## config.mk

```make
export PLATFORM = sky130hd
export DESIGN_NAME = mem_access_unit_flat
export DESIGN_NICKNAME = d
export VERILOG_FILES = /design/src/rtl/mem_access_unit_if.sv /design/src/rtl/mem_access_unit.sv /design/src/flat_wrapper.sv
export SDC_FILE = /design/constraint.sdc
export NUM_CORES = 1
export LEC_CHECK = 0
export BUFFER_PORTS_ARGS = -buffer_cell sky130_fd_sc_hd__clkbuf_2
export CAP_MARGIN = 20
export CELL_PAD_IN_SITES_DETAIL_PLACEMENT = 0
export CELL_PAD_IN_SITES_GLOBAL_PLACEMENT = 1
export CORE_MARGIN = 3
export CORE_UTILIZATION = 35
export CTS_BUF_LIST = sky130_fd_sc_hd__clkbuf_2 sky130_fd_sc_hd__clkbuf_4 sky130_fd_sc_hd__clkbuf_8
export DETAILED_ROUTE_END_ITERATION = 12
export PLACE_DENSITY_LB_ADDON = 0.1
export SYNTH_ARGS = -nofsm -noshare
export SYNTH_HDL_FRONTEND = slang
export SYNTH_SLANG_ARGS = --single-unit
```

## constraint.sdc

```tcl
create_clock -name Clk_i -period 3.3 [get_ports Clk_i]
set_clock_uncertainty 0.05 [all_clocks]
set_input_delay 0.165 -clock Clk_i [delete_from_list [all_inputs] [get_ports Clk_i]]
set_output_delay 0.165 -clock Clk_i [all_outputs]
set_load 0.005 [all_outputs]
```

## src/rtl/mem_access_unit_if.sv

```systemverilog
// Data-memory req/ack port between the RV32I memory stage (master) and data memory (slave).
interface mem_access_unit_if;
  logic        DmemReq_o;
  logic        DmemWe_o;
  logic [31:0] DmemAddr_o;
  logic [3:0]  DmemBe_o;
  logic [31:0] DmemWdata_o;
  logic        DmemAck_i;
  logic [31:0] DmemRdata_i;

  modport master (
    output DmemReq_o, DmemWe_o, DmemAddr_o, DmemBe_o, DmemWdata_o,
    input  DmemAck_i, DmemRdata_i
  );

  modport slave (
    input  DmemReq_o, DmemWe_o, DmemAddr_o, DmemBe_o, DmemWdata_o,
    output DmemAck_i, DmemRdata_i
  );
endinterface

```

## src/rtl/mem_access_unit.sv

```systemverilog
// RV32I memory stage: one req/ack access per load/store, store lane alignment, load extraction/extension.
// Accept->Done_o is 2 cycles plus memory wait; Stall_o holds the pipeline until the single DONE cycle.
module mem_access_unit #(
  parameter int unsigned TIMEOUT = 255
) (
  input  logic              Clk_i,
  input  logic              Rst_i,
  input  logic              Valid_i,
  input  logic              MemRead_i,
  input  logic              MemWrite_i,
  input  logic [2:0]        Funct3_i,
  input  logic [31:0]       Addr_i,
  input  logic [31:0]       StoreData_i,
  output logic              Stall_o,
  output logic              Done_o,
  output logic [31:0]       LoadData_o,
  output logic              BusErr_o,
  output logic              Misaligned_o,
  mem_access_unit_if.master dmem
);

  localparam int CW = (TIMEOUT < 2) ? 1 : $clog2(TIMEOUT + 1);
  localparam logic [CW-1:0] TO_LAST = (TIMEOUT > 0) ? CW'(TIMEOUT - 1) : '0;

  typedef enum logic [1:0] {
    IDLE = 2'd0,
    WAIT = 2'd1,
    DONE = 2'd2
  } state_t;

  state_t state_q, state_d;

  logic [CW-1:0] cnt_q, cnt_d;
  logic          req_q, req_d;
  logic          we_q, we_d;
  logic [31:0]   addr_q, addr_d;
  logic [3:0]    be_q, be_d;
  logic [31:0]   wdata_q, wdata_d;
  logic [1:0]    off_q, off_d;
  logic [2:0]    f3_q, f3_d;
  logic          done_q, done_d;
  logic          buserr_q, buserr_d;
  logic [31:0]   load_q, load_d;

  logic        mem_op;
  logic        misaligned;
  logic        accept;
  logic        ack;
  logic        timeout_hit;
  logic [3:0]  be_req;
  logic [31:0] wdata_req;
  logic [31:0] rd_shift;
  logic [31:0] load_ext;

  // Funct3[1:0]=11 falls into the word case.
  always_comb begin
    mem_op     = Valid_i & (MemRead_i | MemWrite_i);
    misaligned = 1'b0;
    be_req     = 4'b1111;
    wdata_req  = StoreData_i;
    case (Funct3_i[1:0])
      2'b00: begin
        be_req    = 4'b0001 << Addr_i[1:0];
        wdata_req = {4{StoreData_i[7:0]}};
      end
      2'b01: begin
        be_req     = Addr_i[1] ? 4'b1100 : 4'b0011;
        wdata_req  = {2{StoreData_i[15:0]}};
        misaligned = Addr_i[0];
      end
      default: misaligned = (Addr_i[1:0] != 2'b00);
    endcase
    accept      = (state_q == IDLE) & mem_op & ~misaligned;
    ack         = dmem.DmemAck_i;
    timeout_hit = (TIMEOUT != 0) && (cnt_q == TO_LAST);
  end

  // Registered offset/funct3 select the lane; aligned halves always sit at shift 0 or 16.
  always_comb begin
    rd_shift = dmem.DmemRdata_i >> {off_q, 3'b000};
    case (f3_q[1:0])
      2'b00:   load_ext = {{24{rd_shift[7] & ~f3_q[2]}}, rd_shift[7:0]};
      2'b01:   load_ext = {{16{rd_shift[15] & ~f3_q[2]}}, rd_shift[15:0]};
      default: load_ext = dmem.DmemRdata_i;
    endcase
  end

  always_ff @(posedge Clk_i or posedge Rst_i) begin
    if (Rst_i) state_q <= IDLE;
    else       state_q <= state_d;
  end

  always_comb begin
    state_d = state_q;
    case (state_q)
      IDLE:    if (accept) state_d = WAIT;
      WAIT:    if (ack || timeout_hit) state_d = DONE;
      DONE:    state_d = IDLE;
      default: state_d = IDLE;
    endcase
  end

  always_comb begin
    cnt_d        = cnt_q;
    req_d        = req_q;
    we_d         = we_q;
    addr_d       = addr_q;
    be_d         = be_q;
    wdata_d      = wdata_q;
    off_d        = off_q;
    f3_d         = f3_q;
    done_d       = 1'b0;
    buserr_d     = 1'b0;
    load_d       = load_q;
    Stall_o      = 1'b0;
    Misaligned_o = 1'b0;
    case (state_q)
      IDLE: begin
        cnt_d        = '0;
        load_d       = '0;
        Stall_o      = accept;
        Misaligned_o = mem_op & misaligned;
        if (accept) begin
          req_d   = 1'b1;
          we_d    = MemWrite_i;
          addr_d  = {Addr_i[31:2], 2'b00};
          be_d    = be_req;
          wdata_d = MemWrite_i ? wdata_req : '0;
          off_d   = Addr_i[1:0];
          f3_d    = Funct3_i;
        end
      end
      WAIT: begin
        Stall_o = 1'b1;
        cnt_d   = cnt_q + CW'(1);
        // Ack is checked first so a same-cycle ack beats the timeout.
        if (ack || timeout_hit) begin
          req_d    = 1'b0;
          we_d     = 1'b0;
          addr_d   = '0;
          be_d     = '0;
          wdata_d  = '0;
          done_d   = 1'b1;
          buserr_d = ~ack;
          load_d   = (ack && !we_q) ? load_ext : '0;
        end
      end
      DONE: begin
        cnt_d  = '0;
        load_d = '0;
      end
      default: ;
    endcase
    if (Rst_i) begin
      Stall_o      = 1'b0;
      Misaligned_o = 1'b0;
    end
  end

  always_ff @(posedge Clk_i or posedge Rst_i) begin
    if (Rst_i) begin
      cnt_q    <= '0;
      req_q    <= 1'b0;
      we_q     <= 1'b0;
      addr_q   <= '0;
      be_q     <= '0;
      wdata_q  <= '0;
      off_q    <= '0;
      f3_q     <= '0;
      done_q   <= 1'b0;
      buserr_q <= 1'b0;
      load_q   <= '0;
    end else begin
      cnt_q    <= cnt_d;
      req_q    <= req_d;
      we_q     <= we_d;
      addr_q   <= addr_d;
      be_q     <= be_d;
      wdata_q  <= wdata_d;
      off_q    <= off_d;
      f3_q     <= f3_d;
      done_q   <= done_d;
      buserr_q <= buserr_d;
      load_q   <= load_d;
    end
  end

  assign dmem.DmemReq_o   = req_q;
  assign dmem.DmemWe_o    = we_q;
  assign dmem.DmemAddr_o  = addr_q;
  assign dmem.DmemBe_o    = be_q;
  assign dmem.DmemWdata_o = wdata_q;
  assign Done_o           = done_q;
  assign BusErr_o         = buserr_q;
  assign LoadData_o       = load_q;

endmodule

```

## src/flat_wrapper.sv

```systemverilog
// flat-port wrapper written by rule: the top's interface ports become plain ports
module mem_access_unit_flat 
#(
  parameter int unsigned TIMEOUT = 255
)
  (Clk_i, Rst_i, Valid_i, MemRead_i, MemWrite_i, Funct3_i, Addr_i, StoreData_i, Stall_o, Done_o, LoadData_o, BusErr_o, Misaligned_o, dmem_DmemReq_o, dmem_DmemWe_o, dmem_DmemAddr_o, dmem_DmemBe_o, dmem_DmemWdata_o, dmem_DmemAck_i, dmem_DmemRdata_i);
  mem_access_unit_if dmem_i ();
  input  logic Clk_i;
  input  logic Rst_i;
  input  logic Valid_i;
  input  logic MemRead_i;
  input  logic MemWrite_i;
  input  logic [2:0] Funct3_i;
  input  logic [31:0] Addr_i;
  input  logic [31:0] StoreData_i;
  output logic Stall_o;
  output logic Done_o;
  output logic [31:0] LoadData_o;
  output logic BusErr_o;
  output logic Misaligned_o;
  output wire logic [$bits(dmem_i.DmemReq_o)-1:0] dmem_DmemReq_o;
  output wire logic [$bits(dmem_i.DmemWe_o)-1:0] dmem_DmemWe_o;
  output wire logic [$bits(dmem_i.DmemAddr_o)-1:0] dmem_DmemAddr_o;
  output wire logic [$bits(dmem_i.DmemBe_o)-1:0] dmem_DmemBe_o;
  output wire logic [$bits(dmem_i.DmemWdata_o)-1:0] dmem_DmemWdata_o;
  input wire logic [$bits(dmem_i.DmemAck_i)-1:0] dmem_DmemAck_i;
  input wire logic [$bits(dmem_i.DmemRdata_i)-1:0] dmem_DmemRdata_i;
  assign dmem_DmemReq_o = dmem_i.DmemReq_o;
  assign dmem_DmemWe_o = dmem_i.DmemWe_o;
  assign dmem_DmemAddr_o = dmem_i.DmemAddr_o;
  assign dmem_DmemBe_o = dmem_i.DmemBe_o;
  assign dmem_DmemWdata_o = dmem_i.DmemWdata_o;
  assign dmem_i.DmemAck_i = dmem_DmemAck_i;
  assign dmem_i.DmemRdata_i = dmem_DmemRdata_i;
  mem_access_unit #(.TIMEOUT(TIMEOUT)) u_core (.Clk_i(Clk_i), .Rst_i(Rst_i), .Valid_i(Valid_i), .MemRead_i(MemRead_i), .MemWrite_i(MemWrite_i), .Funct3_i(Funct3_i), .Addr_i(Addr_i), .StoreData_i(StoreData_i), .Stall_o(Stall_o), .Done_o(Done_o), .LoadData_o(LoadData_o), .BusErr_o(BusErr_o), .Misaligned_o(Misaligned_o), .dmem(dmem_i));
endmodule
```

==> results of run 1 <==
## power by group through the flow
stage / clock (mW) / sequential [mW] / combinational [mW]
after floorplan: 0 / 1.87 / 0.610
after global placement: 0 / 1.95 / 0.988
after detailed placement: 0 / 1.95 / 1.00
after CTS: 1.50 / 1.93 / 1.08
after global routing: 1.56 / 1.97 / 1.19
final: 1.46 / 1.93 / 1.07
## area by class of cell
cell class | instances | area (um^2)
Clock buffer | 22 | 284
Clock inverter | 9 | 151
Fill cell | 1320 | 6960
Inverter | 7 | 30.0
Multi-Input combinational cell | 321 | 2280
Sequential cell | 117 | 2930
Tap cell | 184 | 230
Timing Repair Buffer | 305 | 1990
## through the flow
step	util, %	setup slack (ns)	std cells	power [mW]
after floorplan	-	1.45	485	2.48
after global placement	44.2	1.05	845	2.94
after detailed placement	44.2	0.991	845	2.95
after CTS	53.1	0.981	965	4.51
after global routing	53.1	0.853	965	4.72
final	53.1	0.950	965	4.46
## critical path, cell delays in order, from the launching register on
cell     delay [ns]
dfrtp_1        0.77
mux4_2         0.66
nor2_1         0.11
a211o_1        0.44
nand3_1        0.14
## flip-flops by register name (all words and copies together) (netlist names)
signal                   flops
u_core.f3_q                  3
u_core.dmem.DmemWe_o         1
u_core.dmem.DmemReq_o        1
u_core.Done_o                1
u_core.BusErr_o              1
u_core.cnt_q                 8
u_core.dmem.DmemAddr_o      30
u_core.state_q               2
u_core.LoadData_o           32
u_core.dmem.DmemBe_o         4
u_core.off_q                 2
u_core.dmem.DmemWdata_o     32
## cells in the mapped netlist, types with 3 or more instances
library cell | n | share of area, %
a221o_1 | 10 | 1.8
buf_2 | 11 | 1.0
nor3_1 | 3 | 0.28
dfrtp_1 | 117 | 54
o21ai_0 | 28 | 2.6
a22o_1 | 40 | 6.5
mux2i_1 | 25 | 4.6
mux2_2 | 6 | 1.2
and3_1 | 9 | 1.0
inv_1 | 7 | 0.48
a32o_1 | 8 | 1.5
nor2b_1 | 9 | 1.0
and2_1 | 11 | 1.3
xnor2_1 | 4 | 0.64
nor2_1 | 19 | 1.3
a21oi_1 | 13 | 1.2
nand3_1 | 21 | 1.9
nand2_1 | 28 | 1.9
clkbuf_1 | 21 | 1.5
buf_4 | 3 | 0.41
buf_6 | 3 | 0.62
xor2_1 | 3 | 0.48
nand2b_1 | 16 | 1.8
o2bb2ai_1 | 30 | 4.8
## path summary, 6_finish.rpt
kind / startpoint / to / slack (ns) / cells after the start
min: Addr_i[0] / u_core.off_q[0] / 0.03 / 3
max: u_core.off_q[1] / u_core.LoadData_o[26] / 0.95 / 4
max in group asynchronous: Rst_i / u_core.dmem.DmemAddr_o[17] / 2.08 / 4
min reg2reg: u_core.LoadData_o[6] / u_core.LoadData_o[6] / 0.44 / 1
min in group asynchronous: Rst_i / u_core.cnt_q[7] / 0.47 / 4
max reg2reg: u_core.off_q[1] / u_core.LoadData_o[26] / 0.95 / 4
## kinds of logic after synthesis
kind of cell / count (synthesis) / synth area share [%]
other cells: 1 / 0.0690
flops: 117 / 53.9
buf+inv: 47 / 4.12
fa+ha+maj: 2 / 0.461
simple gates: 130 / 12.7
compound gates: 148 / 21.3
xor+xnor: 7 / 1.13
mux: 32 / 6.27
## repair_timing
| item | in CTS | in global routing |
|---|---|---|
| hold endpoints to repair | 135 | 0 |
| hold buffers | 89 | 0 |
| gates resized for setup | 0 | 0 |
## metal layers
metal	vias up	share of wire, %
li1	2354	-
met4	0	1.9
met5	-	0
met3	24	6.1
met2	182	48
met1	2449	44
==> out/metrics.yaml, run 1 <==
placed_design:
  gp_congestion: 0.831
  numPortBuffers: 208
  hpwl_mm: 11.3
  placed_area_mm2: 0.00657
die:
  num_rows: 44
  initial_core_util_pct: 36.5
  dieWidth_um: 131
  coreArea_mm2: 0.0149
  fp.dieH_um: 131
  die_area_mm2: 0.0170
  ios: 211
synth:
  avgSynthCellArea_um2: 11.2
  ys_seq_area_share_pct: 53.9
  yosysUniqueCellTypes: 52
  ys_seq_elements: 117
  synthFlopType: "dfrtp_1"
  synth_area_mm2: 0.00543
  synth_edf_count: 0
  ys_async_sr_fraction_pct: 100
  synthCells: 484
  synth_warnings: 0
sta:
  setup_tns_ns: 0
  hold_viol: 0
  tightestPinTransition_ns: 0.849
  max_freq_mhz: 426
  period_share_pct: 71.2
  fin_crit_ns: 2.35
  report.final.slew_viol_count: 0
  rsz0062_at_grt: "false"
  slew-limit-headroom_pct: 43.4
  whs_ns: 0.0293
  setup_viol: 0
global_routing:
  grtUsageMet2_pct: 31.0
  grt_max_degree: 68
  grt_pass1_wl_mm: 26.0
  antenna_found_initial: 0
  first_global_vias: 4963
  busiest_layer: "met2"
  grt_overflow: 0
  grt_use_met3_pct: 4.51
  met1_usage_pct: 26.4
  grt_use_total_pct: 19.6
clocking:
  cts_inserted_buffers: 17
  cts_root_buf: "clkbuf_8"
  cts_tree: "done"
  clock_latency_ns: 0.44
  cts_max_path_buffers: 2
  cts-htree-levels: 4
  cts.sinks: 117
  cts_setup_buffers: 0
  clk_pin_slew_ns: 0.08
job:
  maxCapViolations: 0
final_layout:
  area_delta_synth_final_pct: 45.5
  nNetsFinal: 876
  final_common_cell: "clkbuf_2"
  layout_common_cells: "208 x clkbuf_2, 117 x dfrtp_1, 89 x dlygate4sd3_1"
  drive_above_1_share_pct: 33.5
  design_area_mm2: 0.00790
  diodes: 0
route:
  wl_per_cell_um: 17.2
  vias_per_cell: 5.19
  drtAntennaViolNets: 0
  drtIter0Drc: 297
  vias: 5009
  post-route-drc-count: 0
  drt_first_pass_iters: 5
  wl_mm: 16.6
hold_path:
  hp-class: "input pin to flip-flop"
power:
  p_int_mw: 3.14
  clockPowerShare_pct: 32.7
  power_frac_seq_pct: 43.3
  powerDensity_mw_per_mm2: 565
  netSwitchingFraction_pct: 29.6
  switchingPower_mw: 1.32
  ir_drop_mv: 0.303
  p_leak_nw: 4.04
  combPwrFrac_pct: 24.0
critical_path:
  crit_path_start_kind: "flip-flop"
  critPathKind: "flip-flop to flip-flop"
  cp.arrival_ns: 2.58
  critPathMaxFanout: 17
  crit_required_ns: 3.53
  end_kind: "flip-flop"
outcome:
  status: "finished clean"
No activity file was read; power rests on OpenSTA's default activity.
==> inputs of run 2 (changes only) <==
--- a/config.mk
+++ b/config.mk
@@ -10,7 +10,7 @@
 export CELL_PAD_IN_SITES_DETAIL_PLACEMENT = 0
 export CELL_PAD_IN_SITES_GLOBAL_PLACEMENT = 1
 export CORE_MARGIN = 3
-export CORE_UTILIZATION = 35
+export CORE_UTILIZATION = 38
 export CTS_BUF_LIST = sky130_fd_sc_hd__clkbuf_2 sky130_fd_sc_hd__clkbuf_4 sky130_fd_sc_hd__clkbuf_8
 export DETAILED_ROUTE_END_ITERATION = 12
 export PLACE_DENSITY_LB_ADDON = 0.1
==> constraint.sdc (replaced) <==
create_clock -name Clk_i -period 2.27 [get_ports Clk_i]
set_clock_uncertainty 0.05 [all_clocks]
set_input_delay 0.1135 -clock Clk_i [delete_from_list [all_inputs] [get_ports Clk_i]]
set_output_delay 0.1135 -clock Clk_i [all_outputs]
set_load 0.005 [all_outputs]
==> run 2 against run 1 <==
Compared with the run above:
- first-iteration DRC count fell by 1.7%
- global-route usage rose by 1.9 points
- wire length rose by 0.30%
- design area increased by 3.7%
- utilization grew 5.6 points
- register-to-register slack worse by 0.65 ns
- via count grew 0.90%
- critical path depth up 3
- sequential power rose by 41%
- clock-buffer cell count fell by 2
- sequential cell count is the same
- clock power grew 38%
- largest power group unchanged
==> out/metrics.yaml, run 2 (synthesized netlist as in run 1, its figures left out) <==
outcome:
  status: "finished clean"
placed_design:
  gp_congestion: 0.795
  hpwl_mm: 11.2
  numPortBuffers: 208
  dp_cells: 850
sta:
  max_freq_mhz: 508
  tightestPinTransition_ns: 0.669
  report.final.slew_viol_count: 0
  setup_viol: 0
  hold_viol: 0
  slew-limit-headroom_pct: 55.3
  setup_tns_ns: 0
  fin_crit_ns: 1.97
  period_share_pct: 86.7
  rsz0062_at_grt: "false"
die:
  fp.dieH_um: 126
  num_rows: 43
  ios: 211
  coreArea_mm2: 0.0139
  die_area_mm2: 0.0158
  dieWidth_um: 126
  initial_core_util_pct: 39.0
global_routing:
  grt_pass1_wl_mm: 27.3
  grt_use_total_pct: 21.5
  met1_usage_pct: 27.9
  first_global_vias: 5355
  grt_use_met3_pct: 5.89
  grt_max_degree: 100
  antenna_found_initial: 0
  busiest_layer: "met2"
  grtUsageMet2_pct: 35.1
  grt_overflow: 0
clocking:
  cts_tree: "done"
  cts.sinks: 117
  cts_setup_buffers: 0
  clk_pin_slew_ns: 0.07
  cts_max_path_buffers: 2
  cts_inserted_buffers: 17
  cts-htree-levels: 4
  post_cts_resize_count: 0
  clock_latency_ns: 0.43
  cts_root_buf: "clkbuf_8"
final_layout:
  drive_above_1_share_pct: 33.5
  ff_latch_area_mm2: 0.00293
  layout_common_cells: "208 x clkbuf_2, 117 x dfrtp_1, 111 x dlygate4sd3_1"
  fillers: 1206
  diodes: 0
  area_delta_synth_final_pct: 50.8
  final_common_cell: "clkbuf_2"
  layout.cells.non_filler: 993
  multi_input_area_mm2: 0.00228
  nNetsFinal: 907
critical_path:
  critPathMaxFanout: 67
  cp.arrival_ns: 2.28
  rr_worst_depth: 7
  crit_required_ns: 2.59
  crit_path_start_kind: "flip-flop"
  critPathKind: "flip-flop to flip-flop"
  cp_slowest_cell: "dfrtp_1"
  crit_chain: "inv_1 -> ha_1 -> and3_1 -> a21o_1 -> a22oi_2 -> buf_12 -> a22o_1"
  end_kind: "flip-flop"
  slowest_delay_ns: 0.42
route:
  drt_first_pass_iters: 6
  wl_per_cell_um: 16.8
  drtIter0Drc: 292
  vias: 5054
  wl_mm: 16.7
  vias_per_cell: 5.09
  drtAntennaViolNets: 0
  post-route-drc-count: 0
power:
  powerDensity_mw_per_mm2: 792
  ir_drop_mv: 0.444
  p_leak_nw: 4.18
hold_path:
  hp-class: "input pin to flip-flop"
  hold_depth: 4
job:
  maxCapViolations: 0
## run 2: power breakdown
part	total (mW)	switching, mW	internal [mW]
logic	1.75	0.855	0.899
clock network	2.01	0.873	1.14
registers	2.72	0.258	2.46
## run 2: critical path: cells and delay by family, from the launching register on
kind | cells | cell delay [ns]
adders and majority gates | 1 | 0.18
buffers and inverters | 2 | 0.38
and+or+nand+nor | 1 | 0.19
AOI/OAI and AO/OA | 3 | 0.63
DFF | 1 | 0.42
## run 2: metal layers
| layer | part of all wire (%) | wire (um) |
|---|---|---|
| met1 | 43 | 7140 |
| met2 | 49 | 8160 |
| met3 | 6.1 | 1010 |
| met4 | 2.1 | 347 |
| met5 | 0 | 0 |
## run 2: final cells by class
type | count | share of cell area [%]
Inverter | 7 | 0.367
Sequential cell | 117 | 35.8
Clock buffer | 20 | 3.21
Timing Repair Buffer | 336 | 28.1
Clock inverter | 12 | 1.88
Multi-Input combinational cell | 321 | 27.9
Tap cell | 180 | 2.75
## run 2: worst paths after layout
check / to / startpoint / slack [ns]
max in group asynchronous: u_core.LoadData_o[17] / Rst_i / 1.10
max: u_core.dmem.DmemAddr_o[7] / u_core.cnt_q[0] / 0.30
min reg2reg: u_core.dmem.DmemWdata_o[25] / u_core.dmem.DmemWdata_o[25] / 0.44
min: u_core.dmem.DmemBe_o[2] / MemRead_i / 0.09
min in group asynchronous: u_core.dmem.DmemWdata_o[22] / Rst_i / 0.21
max reg2reg: u_core.dmem.DmemAddr_o[7] / u_core.cnt_q[0] / 0.30
## run 2: timing repair
item | in CTS | in global routing
setup endpoints to repair | 0 | 0
endpoints found under the hold margin | 116 | 0
hold buffers | 111 | 0
## run 2: metrics by stage
stage	total power [mW]	hold slack (ns)	utilization [%]	setup WS, ns	instance area, um^2
detailed placement	4.35	0.126	47.8	0.341	6660
global route	6.86	0.0882	58.8	0.116	8190
floorplan	3.60	0.179	-	0.417	5440
CTS	6.55	0.0673	58.8	0.252	8190
finish	6.48	0.0937	58.8	0.302	8190
global placement	4.33	0.128	47.8	0.370	6660
